[config.mk]
export PLATFORM = sky130hd
export DESIGN_NAME = irrigation_zone_scheduler
export DESIGN_NICKNAME = d
export VERILOG_FILES = /design/src/rtl/irrigation_pkg.sv /design/src/rtl/irrigation_tick_timer.sv /design/src/rtl/irrigation_zone_scheduler.sv
export SDC_FILE = /design/constraint.sdc
export NUM_CORES = 1
export LEC_CHECK = 0
export CORE_ASPECT_RATIO = 1.2
export CORE_UTILIZATION = 41
export CTS_CLUSTER_SIZE = 30
export DETAILED_ROUTE_END_ITERATION = 10
export GPL_TIMING_DRIVEN = 1
export MAX_ROUTING_LAYER = met4
export PLACE_DENSITY = 0.66
export REMOVE_ABC_BUFFERS = 1
export SYNTH_ARGS = -nofsm -noshare
export SYNTH_HDL_FRONTEND = slang
export SYNTH_SLANG_ARGS = --single-unit
[constraint.sdc]
create_clock -name i_clock -period 3.5 [get_ports i_clock]
set_input_delay 0.875 -clock i_clock [delete_from_list [all_inputs] [get_ports i_clock]]
set_output_delay 0.875 -clock i_clock [all_outputs]
set_load 0.1 [all_outputs]
[src/rtl/irrigation_pkg.sv]
// irrigation_pkg: shared encodings for the irrigation zone scheduler
package irrigation_pkg;
   localparam int LEVEL_W = 3;
   typedef enum logic [2:0] {
      S_IDLE    = 3'd0,
      S_SETTLE  = 3'd1,
      S_WATER   = 3'd2,
      S_PURGE   = 3'd3,
      S_LOCKOUT = 3'd4
   } state_t;
   typedef enum logic {
      Z_SPRINKLER = 1'b0,
      Z_DRIPPER   = 1'b1
   } zone_t;
endpackage

[src/rtl/irrigation_tick_timer.sv]
// irrigation_tick_timer: tick-enabled saturating counter with synchronous clear
module irrigation_tick_timer #(
   parameter int TIMER_W = 8
) (
   input  logic               i_clock,
   input  logic               i_reset,
   input  logic               i_tick,
   input  logic               i_clear,
   output logic [TIMER_W-1:0] o_count
);
   logic [TIMER_W-1:0] r_count;
   // count ticks, hold at all-ones, restart on clear
   always_ff @(posedge i_clock or negedge i_reset) begin
      if (!i_reset) r_count <= '0;
      else if (i_clear) r_count <= '0;
      else if (i_tick && r_count != '1) r_count <= r_count + 1'b1;
   end
   assign o_count = r_count;
endmodule

[src/rtl/irrigation_zone_scheduler.sv]
// irrigation_zone_scheduler: round-robin pump/valve sequencer with low-tank lockout
module irrigation_zone_scheduler
   import irrigation_pkg::*;
#(
   parameter int SETTLE_TICKS    = 2,
   parameter int MAX_WATER_TICKS = 30,
   parameter int PURGE_TICKS     = 2,
   parameter int LOW_LEVEL       = 1,
   parameter int RESUME_LEVEL    = 3,
   parameter int TIMER_W         = 8
) (
   input  logic               i_clock,
   input  logic               i_reset,
   input  logic               i_tick,
   input  logic [LEVEL_W-1:0] i_level,
   input  logic               i_req_sprinkler,
   input  logic               i_req_dripper,
   output logic               o_valve_sprinkler,
   output logic               o_valve_dripper,
   output logic               o_pump_on,
   output logic               o_dripper_active,
   output logic               o_low_water,
   output logic               o_zone_done,
   output logic [2:0]         o_state
);
   localparam logic [TIMER_W:0]   L_SETTLE = (TIMER_W+1)'(SETTLE_TICKS);
   localparam logic [TIMER_W:0]   L_WATER  = (TIMER_W+1)'(MAX_WATER_TICKS);
   localparam logic [TIMER_W:0]   L_PURGE  = (TIMER_W+1)'(PURGE_TICKS);
   localparam logic [LEVEL_W-1:0] L_LOW    = LEVEL_W'(LOW_LEVEL);
   localparam logic [LEVEL_W-1:0] L_RESUME = LEVEL_W'(RESUME_LEVEL);

   state_t             r_state, w_next;
   zone_t              r_grant, r_last, w_grant_new;
   logic               r_low, r_done;
   logic [TIMER_W-1:0] w_count;
   logic [TIMER_W:0]   w_next_cnt;
   logic               w_req_g, w_done, w_active;

   irrigation_tick_timer #(.TIMER_W(TIMER_W)) u_timer (
      .i_clock (i_clock),
      .i_reset (i_reset),
      .i_tick  (i_tick),
      .i_clear (w_next != r_state),
      .o_count (w_count)
   );

   // the value the timer would hold after this cycle's tick, so a limit is
   // honoured on the same edge that counts the final tick
   assign w_next_cnt  = {1'b0, w_count} + {{TIMER_W{1'b0}}, i_tick};
   assign w_req_g     = (r_grant == Z_SPRINKLER) ? i_req_sprinkler : i_req_dripper;
   assign w_grant_new = (i_req_sprinkler && i_req_dripper)
                        ? ((r_last == Z_SPRINKLER) ? Z_DRIPPER : Z_SPRINKLER)
                        : (i_req_dripper ? Z_DRIPPER : Z_SPRINKLER);
   assign w_done      = (r_state == S_PURGE) && (w_next_cnt >= L_PURGE);

   // next-state: a dropped request or low tank always beats the timer
   always_comb begin
      w_next = S_IDLE;
      case (r_state)
         S_IDLE:    w_next = r_low ? S_LOCKOUT
                           : (i_req_sprinkler || i_req_dripper) ? S_SETTLE : S_IDLE;
         S_SETTLE:  w_next = (!w_req_g || r_low) ? S_PURGE
                           : (w_next_cnt >= L_SETTLE) ? S_WATER : S_SETTLE;
         S_WATER:   w_next = (!w_req_g || r_low || w_next_cnt >= L_WATER) ? S_PURGE : S_WATER;
         S_PURGE:   w_next = w_done ? (r_low ? S_LOCKOUT : S_IDLE) : S_PURGE;
         S_LOCKOUT: w_next = r_low ? S_LOCKOUT : S_IDLE;
         default:   w_next = S_IDLE;
      endcase
   end

   // state, arbitration memory, completion pulse and hysteresis flag
   always_ff @(posedge i_clock or negedge i_reset) begin
      if (!i_reset) begin
         r_state <= S_IDLE;
         r_grant <= Z_SPRINKLER;
         r_last  <= Z_DRIPPER;
         r_done  <= 1'b0;
         r_low   <= 1'b0;
      end else begin
         r_state <= w_next;
         if (r_state == S_IDLE && w_next == S_SETTLE) r_grant <= w_grant_new;
         if (w_done) r_last <= r_grant;
         r_done  <= w_done;
         r_low   <= (i_level <= L_LOW) ? 1'b1 : (i_level >= L_RESUME) ? 1'b0 : r_low;
      end
   end

   assign w_active          = (r_state == S_SETTLE) || (r_state == S_WATER) || (r_state == S_PURGE);
   assign o_valve_sprinkler = w_active && (r_grant == Z_SPRINKLER);
   assign o_valve_dripper   = w_active && (r_grant == Z_DRIPPER);
   assign o_dripper_active  = o_valve_dripper;
   assign o_pump_on         = (r_state == S_WATER);
   assign o_low_water       = r_low;
   assign o_zone_done       = r_done;
   assign o_state           = r_state;
endmodule

==> results of run 1 <==
per-stage QoR:
| step | setup slack [ns] | hold slack, ns | setup TNS [ns] | cells | total power [uW] |
|---|---|---|---|---|---|
| 2_1_floorplan | -2.948 | 0.5136 | -14.52 | 118 | 919.8 |
| 4_1_cts | 0.3816 | 0.6017 | 0 | 172 | 1189 |
| 6_report | 0.3848 | 0.5963 | 0 | 172 | 1178 |
| 5_1_grt | 0.2663 | 0.6503 | 0 | 172 | 1248 |
| 3_5_place_dp | 0.06830 | 0.5789 | 0 | 168 | 1084 |
| 3_3_place_gp | 0.1018 | 0.5673 | 0 | 168 | 1066 |
critical path, delay by kind of cell:
kind	cells	cell delay, ns
compound gates	1	0.22
fa+ha+maj	2	0.57
simple gates	3	0.93
mux	1	0.32
buf+inv	1	0.43
cell type report:
| type | count | area (sq um) |
|---|---|---|
| Clock buffer | 3 | 22.52 |
| Clock inverter | 1 | 5.005 |
| Fill cell | 269 | 1275 |
| Inverter | 3 | 11.26 |
| Multi-Input combinational cell | 100 | 675.6 |
| Sequential cell | 15 | 376.6 |
| Tap cell | 33 | 41.29 |
| Timing Repair Buffer | 17 | 145.1 |
state kept, by name (all words and copies together) (netlist names):
register,cells
o_state,3
o_low_water,1
r_grant,1
r_last,1
u_timer.o_count,8
o_zone_done,1
cells by family (layout without fill, tap and decap cells):
kind of cell	Yosys count	in the layout
AND/OR/NAND/NOR	65	65
AO/OA/AOI/OAI	24	24
flip-flops	15	15
buffers and inverters	8	24
XOR/XNOR	4	4
multiplexers	4	4
adder cells (fa/ha/maj)	3	3
cell usage after synthesis, drive strengths merged (2+ instances only):
cell type | count | area (sq um)
nor2 | 9 | 36.29
nand3 | 5 | 30.03
nor4 | 10 | 83.83
nand2 | 19 | 71.32
ha | 3 | 37.54
nor2b | 2 | 12.51
o31ai | 2 | 33.78
and2 | 2 | 12.51
dfrtp | 14 | 350.3
inv | 3 | 11.26
nand2b | 3 | 18.77
nor3b | 2 | 15.01
nor3 | 3 | 15.01
nand4 | 3 | 18.77
o21ai | 6 | 37.54
and3 | 2 | 13.77
mux2 | 3 | 37.53
clkbuf | 2 | 27.53
buf | 3 | 30.03
xor2 | 3 | 26.28
a21oi | 10 | 53.80
routing by layer:
layer,track usage,part of all wire
met1,0.2013,0.40
met2,0.3668,0.55
met3,0.02308,0.022
met4,0.09388,0.025
met5,-,0
how the worst min path moves through the flow:
stage,endpoint,cells past startpoint
floorplan,r_grant$_DFFE_PN0P_,2
CTS,r_grant$_DFFE_PN0P_,2
detailed placement,r_grant$_DFFE_PN0P_,2
global route,r_grant$_DFFE_PN0P_,2
finish,r_grant$_DFFE_PN0P_,2
global placement,r_grant$_DFFE_PN0P_,2
power groups by stage:
stage,registers [uW],clock network (uW),logic (uW)
global route,294,113,841
floorplan,406,0,514
finish,286,101,791
global placement,287,0,779
detailed placement,289,0,795
CTS,286,106,796
==> out/summary.md, run 1 <==
The slowest stage of the critical path is the sky130_fd_sc_hd__or4_4 cell. Data on the critical path is required at its endpoint by 3.72 ns. Counting flops with a built-in enable in the synthesized netlist gives 0. The max capacitance violation total is 0. VDD sags by at most 0.0006241 V.

Of all nets on the critical path, the largest fanout is 4. In this run the critical register-to-register path is captured at r_last$_DFFE_PN1P_. The start-to-end type of the worst setup path is input pin to register. Die extent in y: 59.28 microns. The run gives 151 as the final net count. The area growth from synthesis to final layout came out at 13.95%.

The tools report the fraction of power consumed by the clock network as 0.086. In this run the core area contains 20 standard-cell rows. The top-level port count is 17, and the internal power contribution is 480.8 uW. Using the TritonRoute via totals, the vias-per-cell ratio works out to 5.651.

Setup violations remaining at the end of the flow were counted as 0. Remaining global-route overflow: 0. The final route contains 972 vias. For the part of the power in registers, the log shows 0.243.

The logs give 0.671 for the relative contribution of combinational cells to total power and 980 for the number of global-route vias before repair. The logs give 0.5005 for the utilization after layout and 0.8257 for the weighted congestion at the end of routability-driven global placement. TritonCTS created 3 clock buffers.

The tools report the wire length of the first global-routing pass as 4222 microns. The worst register-to-register path has a depth of 7. Post-CTS timing repair inserted 0 buffers for setup. The multiplexer share of the synthesized area is 0.04241.

Switching power of the nets: 697.4 uW. The sequential cell area fraction in the yosys report was 0.3359. The analysis attributes to cell leakage a power of 0.0005394 uW.

The placed instance area is 1250 sq um, and the cell area after layout is 1277 sq um. For this block, the initial DRC count from the detailed router was 9. The startpoint of the tightest hold check path is r_grant$_DFFE_PN0P_. In this run the deepest clock path goes through 2 buffers. Timing would allow up to 0.3210 GHz.

For this run, the detailed router's first-pass iteration total came to 4. The launch instance of the worst register-to-register path is u_timer.o_count[0]$_DFFE_PN0P_. For the setup slack of the most critical reg-to-reg path, the log shows 0.99 ns. The cell area that synthesis handed to floorplanning was 1121 sq um.

The dominant combinational cell family by area after synthesis was simple AND/OR/NAND/NOR gates. The fraction of layout cells with a size suffix above 1 was 0.2158. The tree is rooted in a sky130_fd_sc_hd__clkbuf_4. After synthesis, the mean cell area works out to 9.114 sq um. The library cell used most frequently in the layout, excluding fill and tap cells, is sky130_fd_sc_hd__nand2_1.

The delay of the slowest critical-path stage is 0.49 ns. The ratio of total power to cell area came out at 922.3 nW/um^2. Dominant cell type by count on the critical path: sky130_fd_sc_hd__ha_1. In the layout the commonest cells are sky130_fd_sc_hd__nand2_1, sky130_fd_sc_hd__dfrtp_1, sky130_fd_sc_hd__buf_4. The logs give 46 for the count of distinct cell types in the synthesized netlist and 2948 sq um for the area of the die. The XOR/XNOR share of the synthesized area was 0.03125; the final critical path time including I/O delays and setup was 3.115 ns. Setup repair after global routing left no endpoint under its margin. The placeable core area was 2552 sq um.

Category of the worst setup path launch point: an input pin. For this design, the sink count on the clock tree is 15. For this design, the CTS-stage hold fixing added 0 buffers.

The tightest min-delay check is of the register to register type. The switching power as a share of total power is 0.5919, and the worst clock skew on the final layout is 0.008267 ns. For the count of yosys warnings during synthesis, the log shows 0. In the synthesized netlist the dominant register cell turns out to be sky130_fd_sc_hd__dfrtp_1.

The flow ran to the end, and the final reports show no timing, DRC or antenna violations. The number of antenna-violating nets in the routed design is 0, and the detailed-route wire length is 2396 microns. For the worst-skew pair, the clock arrives at the later sink with an insertion delay of 0.29 ns.

Deepest level of the CTS H-tree: 1. The worst slew margin relative to its limit was 0.5385. The simple-gate share of the synthesized area came out at 0.3270. The tools report the initial antenna violation count as 0. Final hold violation count: 0.

Walking the worst path, the cells encountered are clkdlybuf4s50_1 -> ha_1 -> ha_1 -> or3_1 -> o32a_4 -> or4_4 -> nand3_2 -> mux2_1. The CTS clock-pin slew for the worst setup and hold paths came out at 0.10 ns. The post-CTS resize count is 0. The fraction of synthesis flops using an asynchronous set or reset pin works out to 1.000. Data arrives at the worst endpoint at 3.34 ns. The capturing instance or port of the critical path is r_last$_DFFE_PN1P_. The share of the cycle needed by the critical path after routing was 0.8900; the total global routing track utilization was 0.1956. The width of the chip was 49.74 microns. The critical path capture point type was a register.

Detailed placement ended at an HPWL of 1839 microns. The most critical setup path has its startpoint at i_tick. In the routed design, unresolved DRC markers number 0.

The starting density of the core is 0.4392, and the largest net degree at the start of global routing is 16. TritonCTS built the clock tree. The adder and majority gate portion of the synthesized area came out at 0.03348. The final max-slew violation count came out at 0. The quantity of I/O buffers inserted on ports is 16, and the final routed wire length divided by cell count is 13.93 microns. After synthesis the netlist holds a flip-flop and latch count of 15.

0 antenna diodes ended up in the layout. The share of the synthesized area in compound gates (AO/OA/AOI/OAI) came out at 0.1685. The tools report the number of cells produced by synthesis as 123. Slew of the pin with the lowest slew margin: 0.6901 ns.
(Power assumes the default switching activity.)
==> run 2, diff against run 1 <==
--- a/config.mk
+++ b/config.mk
@@ -5,13 +5,14 @@
 export SDC_FILE = /design/constraint.sdc
 export NUM_CORES = 1
 export LEC_CHECK = 0
+export CAP_MARGIN = 25
 export CORE_ASPECT_RATIO = 1.2
 export CORE_UTILIZATION = 41
 export CTS_CLUSTER_SIZE = 30
 export DETAILED_ROUTE_END_ITERATION = 10
 export GPL_TIMING_DRIVEN = 1
 export MAX_ROUTING_LAYER = met4
-export PLACE_DENSITY = 0.66
+export PLACE_DENSITY = 0.69
 export REMOVE_ABC_BUFFERS = 1
 export SYNTH_ARGS = -nofsm -noshare
 export SYNTH_HDL_FRONTEND = slang
==> constraint.sdc (replaced) <==
create_clock -name i_clock -period 2.5 [get_ports i_clock]
set_input_delay 0.625 -clock i_clock [delete_from_list [all_inputs] [get_ports i_clock]]
set_output_delay 0.625 -clock i_clock [all_outputs]
set_load 0.1 [all_outputs]
==> out/summary.md, run 2 (synthesized netlist as in run 1, its figures left out) <==
The logs give 0.195 (was 0.243) for the part of the power in registers and 0 (unchanged) for the cts-stage hold buffer count. The logs give 2948 sq um (unchanged) for the area of the die and 0 (unchanged) for the diode insertion count for antenna repair. The path type of the worst min-delay path is register to register (unchanged).

Setup repair after global routing left no endpoint under its margin. The run gives 4 (unchanged) as the first-pass detailed-route iteration total. For the number of antenna-violating nets in the routed design, the log shows 0 (unchanged). Capturing instance or port of the critical path: r_last$_DFFE_PN1P_ (unchanged). The logs give 2 (unchanged) for the maximum clock path buffer count and 0.6167 (was 0.5005) for the utilization after layout. The setup slack of the most critical reg-to-reg path was 0.13 ns (was 0.99 ns); the count of clock tree sinks was 15 (unchanged). Cell area after layout: 1574 sq um (was 1277 sq um).

The logs give 2.73 ns (was 3.72 ns) for the required time of the worst setup path and 0.738 (was 0.671) for the relative contribution of combinational cells to total power. The run gives 0.2050 (was 0.1956) as the total global routing track utilization. The tools report the total of endpoints with negative setup slack in the final report as 0 (unchanged). The share of the cycle needed by the critical path after routing works out to 0.9562. The run gives 1 (unchanged) as the deepest level of the CTS H-tree. The run finished with clean final reports.

The data arrival time of the worst path was 2.62 ns (was 3.34 ns). The tools report the starting density of the core as 0.4392 (unchanged). Ratio of total power to cell area: 1341 nW/um^2 (was 922.3 nW/um^2).

For the worst clock skew on the final layout, the log shows 0.009684 ns (was 0.008267 ns). Timing would allow up to 0.4183 GHz. For the number of clock buffers inserted by TritonCTS, the log shows 3 (unchanged). Via density per instance: 5.795 (was 5.651).

The tools report the critical path capture point type as a register (unchanged). CTS clock-pin slew for the worst setup and hold paths: 0.10 ns (about the same). The final net count was 164 (was 151); the slew of the pin with the lowest slew margin was 0.6930 ns (was 0.6901 ns). The logs give 0 (unchanged) for the initial antenna violation count and 0.3900 (was 0.3668) for the met2 layer usage reported by global route. The number of global-route vias before repair is 1,009 (was 980), and the fraction of power consumed by the clock network is 0.067 (was 0.086). The category of the worst setup path launch point was an input pin (unchanged). For the placeable core area, the log shows 2552 sq um (unchanged). The quantity of I/O buffers inserted on ports was 16 (unchanged); the final max-slew violation count was 0 (unchanged). The run gives 1928 microns (was 1839 microns) as the half-perimeter wire length of the detailed placement result.

The tools report the largest net degree at the start of global routing as 16 (unchanged). The area growth from synthesis to final layout was 40.40% (was 13.95%). The final routed wire length divided by cell count is 15.23 microns (was 13.93 microns), and the placed instance area is 1368 sq um (was 1250 sq um). The tools report the launch instance of the worst register-to-register path as u_timer.o_count[0]$_DFFE_PN0P_ (unchanged). For the remaining global-route overflow, the log shows 0 (unchanged). The final hold violation count was 0 (unchanged). Subtracting the final worst setup slack from the clock period gives 2.391 ns. The weighted congestion at the end of routability-driven global placement is 0.8868 (was 0.8257). TritonCTS built the clock tree.

The worst-path maximum fanout came out at 3 (was 4). The source of the critical timing path was i_tick (unchanged). The worst slew margin relative to its limit is 0.5366 (was 0.5385). For the max capacitance violation total, the log shows 0 (unchanged).

The die extent in y was 59.28 microns (unchanged). The tools report the setup TNS as 0 ns (unchanged). For the detailed-route wire length, the log shows 2817 microns (was 2396 microns). The clock network latency to the later pin of the worst-skew pair came out at 0.29 ns (about the same). The start-to-end type of the worst setup path was input pin to register (unchanged). Wire length of the first global-routing pass: 4429 microns (was 4222 microns). The static leakage is 0.0006421 uW (was 0.0005394 uW), and the met1 capacity usage during global routing is 0.2135 (was 0.2013). Final instance count without filler cells: 185 (was 172). The length in cells of the worst reg-to-reg path was 7 (unchanged); the placement row count was 20 (unchanged).

The switching power as a share of total power is 0.5449 (was 0.5919). The width of the chip is 49.74 microns (unchanged), and the fraction of layout cells with a size suffix above 1 is 0.3618 (was 0.2158). For the total number of vias, the log shows 1,072 (was 972). Switching power of the nets: 1150 uW (was 697.4 uW). The global routing usage on met3 came out at 0.02564 (was 0.02308). The busiest layer in global routing is met2 (unchanged). The internal power contribution is 960.6 uW (was 480.8 uW). The tools report the highest ir drop seen on vdd as 0.0009007 V (was 0.0006241 V). The top-level port count is 17 (unchanged). The violation count after the first detailed-route iteration is 32 (was 9). The endpoint of the worst-slack reg-to-reg timing path is r_last$_DFFE_PN1P_ (unchanged). The tools report the root buffer cell as sky130_fd_sc_hd__clkbuf_4 (unchanged).

The residual DRC count came out at 0 (unchanged). The number of flip-flops in the largest register is 8 (unchanged). The cell count after placement was 177 (was 168); the number of fill cells in the layout was 229 (was 269).

Most used cells in the layout excluding fill and tap cells: sky130_fd_sc_hd__nand2_1, sky130_fd_sc_hd__buf_4, sky130_fd_sc_hd__dfrtp_1 (was sky130_fd_sc_hd__nand2_1, sky130_fd_sc_hd__dfrtp_1, sky130_fd_sc_hd__buf_4).
## run 2: cell count changes in the layout (fill, tap and decap cells not counted), moves of 2 or more
cell,before,now
sky130_fd_sc_hd__buf_12,0,5
sky130_fd_sc_hd__buf_4,10,18
sky130_fd_sc_hd__ha_1,3,1
sky130_fd_sc_hd__ha_4,0,2
sky130_fd_sc_hd__nor4_1,8,2
sky130_fd_sc_hd__nor4_2,1,6
sky130_fd_sc_hd__o21ai_2,2,0
sky130_fd_sc_hd__o21ai_4,0,2
## run 2: worst max-delay path: stages
cell and delay, ns:
sky130_fd_sc_hd__buf_4 0.13, sky130_fd_sc_hd__ha_4 0.17, sky130_fd_sc_hd__ha_4 0.24, sky130_fd_sc_hd__or3_1 0.39, sky130_fd_sc_hd__o32a_4 0.23, sky130_fd_sc_hd__or4_4 0.45
sky130_fd_sc_hd__nand3_4 0.10, sky130_fd_sc_hd__mux2_4 0.30
## run 2: repair_timing
item                                    in CTS  in global routing
setup buffers                                1                  4
endpoints found under the setup margin      13                 10
pin swaps                                    5                  6
resized for setup                           12                 13
## run 2: power groups by stage
stage	registers, uW	logic (uW)	clock network, uW
global route	420	1640	158
global placement	396	1290	0
finish	411	1560	142
CTS	404	1430	147
floorplan	569	679	0
detailed placement	398	1320	0
## run 2: cell type report
| type | instances | area, sq um | share of cell area |
|---|---|---|---|
| tap | 33 | 41.29 | 0.02623 |
| timing repair buffer | 30 | 306.5 | 0.1948 |
| inverter | 3 | 11.26 | 0.007154 |
| multi-input combinational | 100 | 810.8 | 0.5151 |
| clock inverter | 1 | 5.005 | 0.003180 |
| clock buffer | 3 | 22.52 | 0.01431 |
| sequential | 15 | 376.6 | 0.2393 |
## run 2: worst min path at each step
| stage | startpoint | slack [ns] | cells after the start | endpoint |
|---|---|---|---|---|
| floorplan | i_reset | 0.33 | 0 | o_low_water$_DFFE_PN0P_ |
| finish | r_last$_DFFE_PN1P_ | 0.63 | 1 | r_last$_DFFE_PN1P_ |
| global placement | r_grant$_DFFE_PN0P_ | 0.57 | 2 | r_grant$_DFFE_PN0P_ |
| global route | r_last$_DFFE_PN1P_ | 0.64 | 1 | r_last$_DFFE_PN1P_ |
| CTS | r_last$_DFFE_PN1P_ | 0.63 | 1 | r_last$_DFFE_PN1P_ |
| detailed placement | r_grant$_DFFE_PN0P_ | 0.60 | 2 | r_grant$_DFFE_PN0P_ |
## run 2: through the flow
stage / hold WS, ns / power (uW) / setup slack (ns)
after detailed placement: 0.5995 / 1717 / -0.6598
final: 0.6253 / 2111 / 0.1094
after global placement: 0.5665 / 1685 / -0.6070
after global routing: 0.6408 / 2220 / 0.03349
after CTS: 0.6262 / 1985 / 0.02669
after floorplan: 0.3294 / 1247 / -3.698
## run 2: routing by layer
layer	vias to the layer above	routed length [microns]	part of all wire
met4	0	43	0.015
met3	6	120	0.043
met5	-	0	0
met2	36	1567	0.56
met1	522	1085	0.39
li1	508	-	-
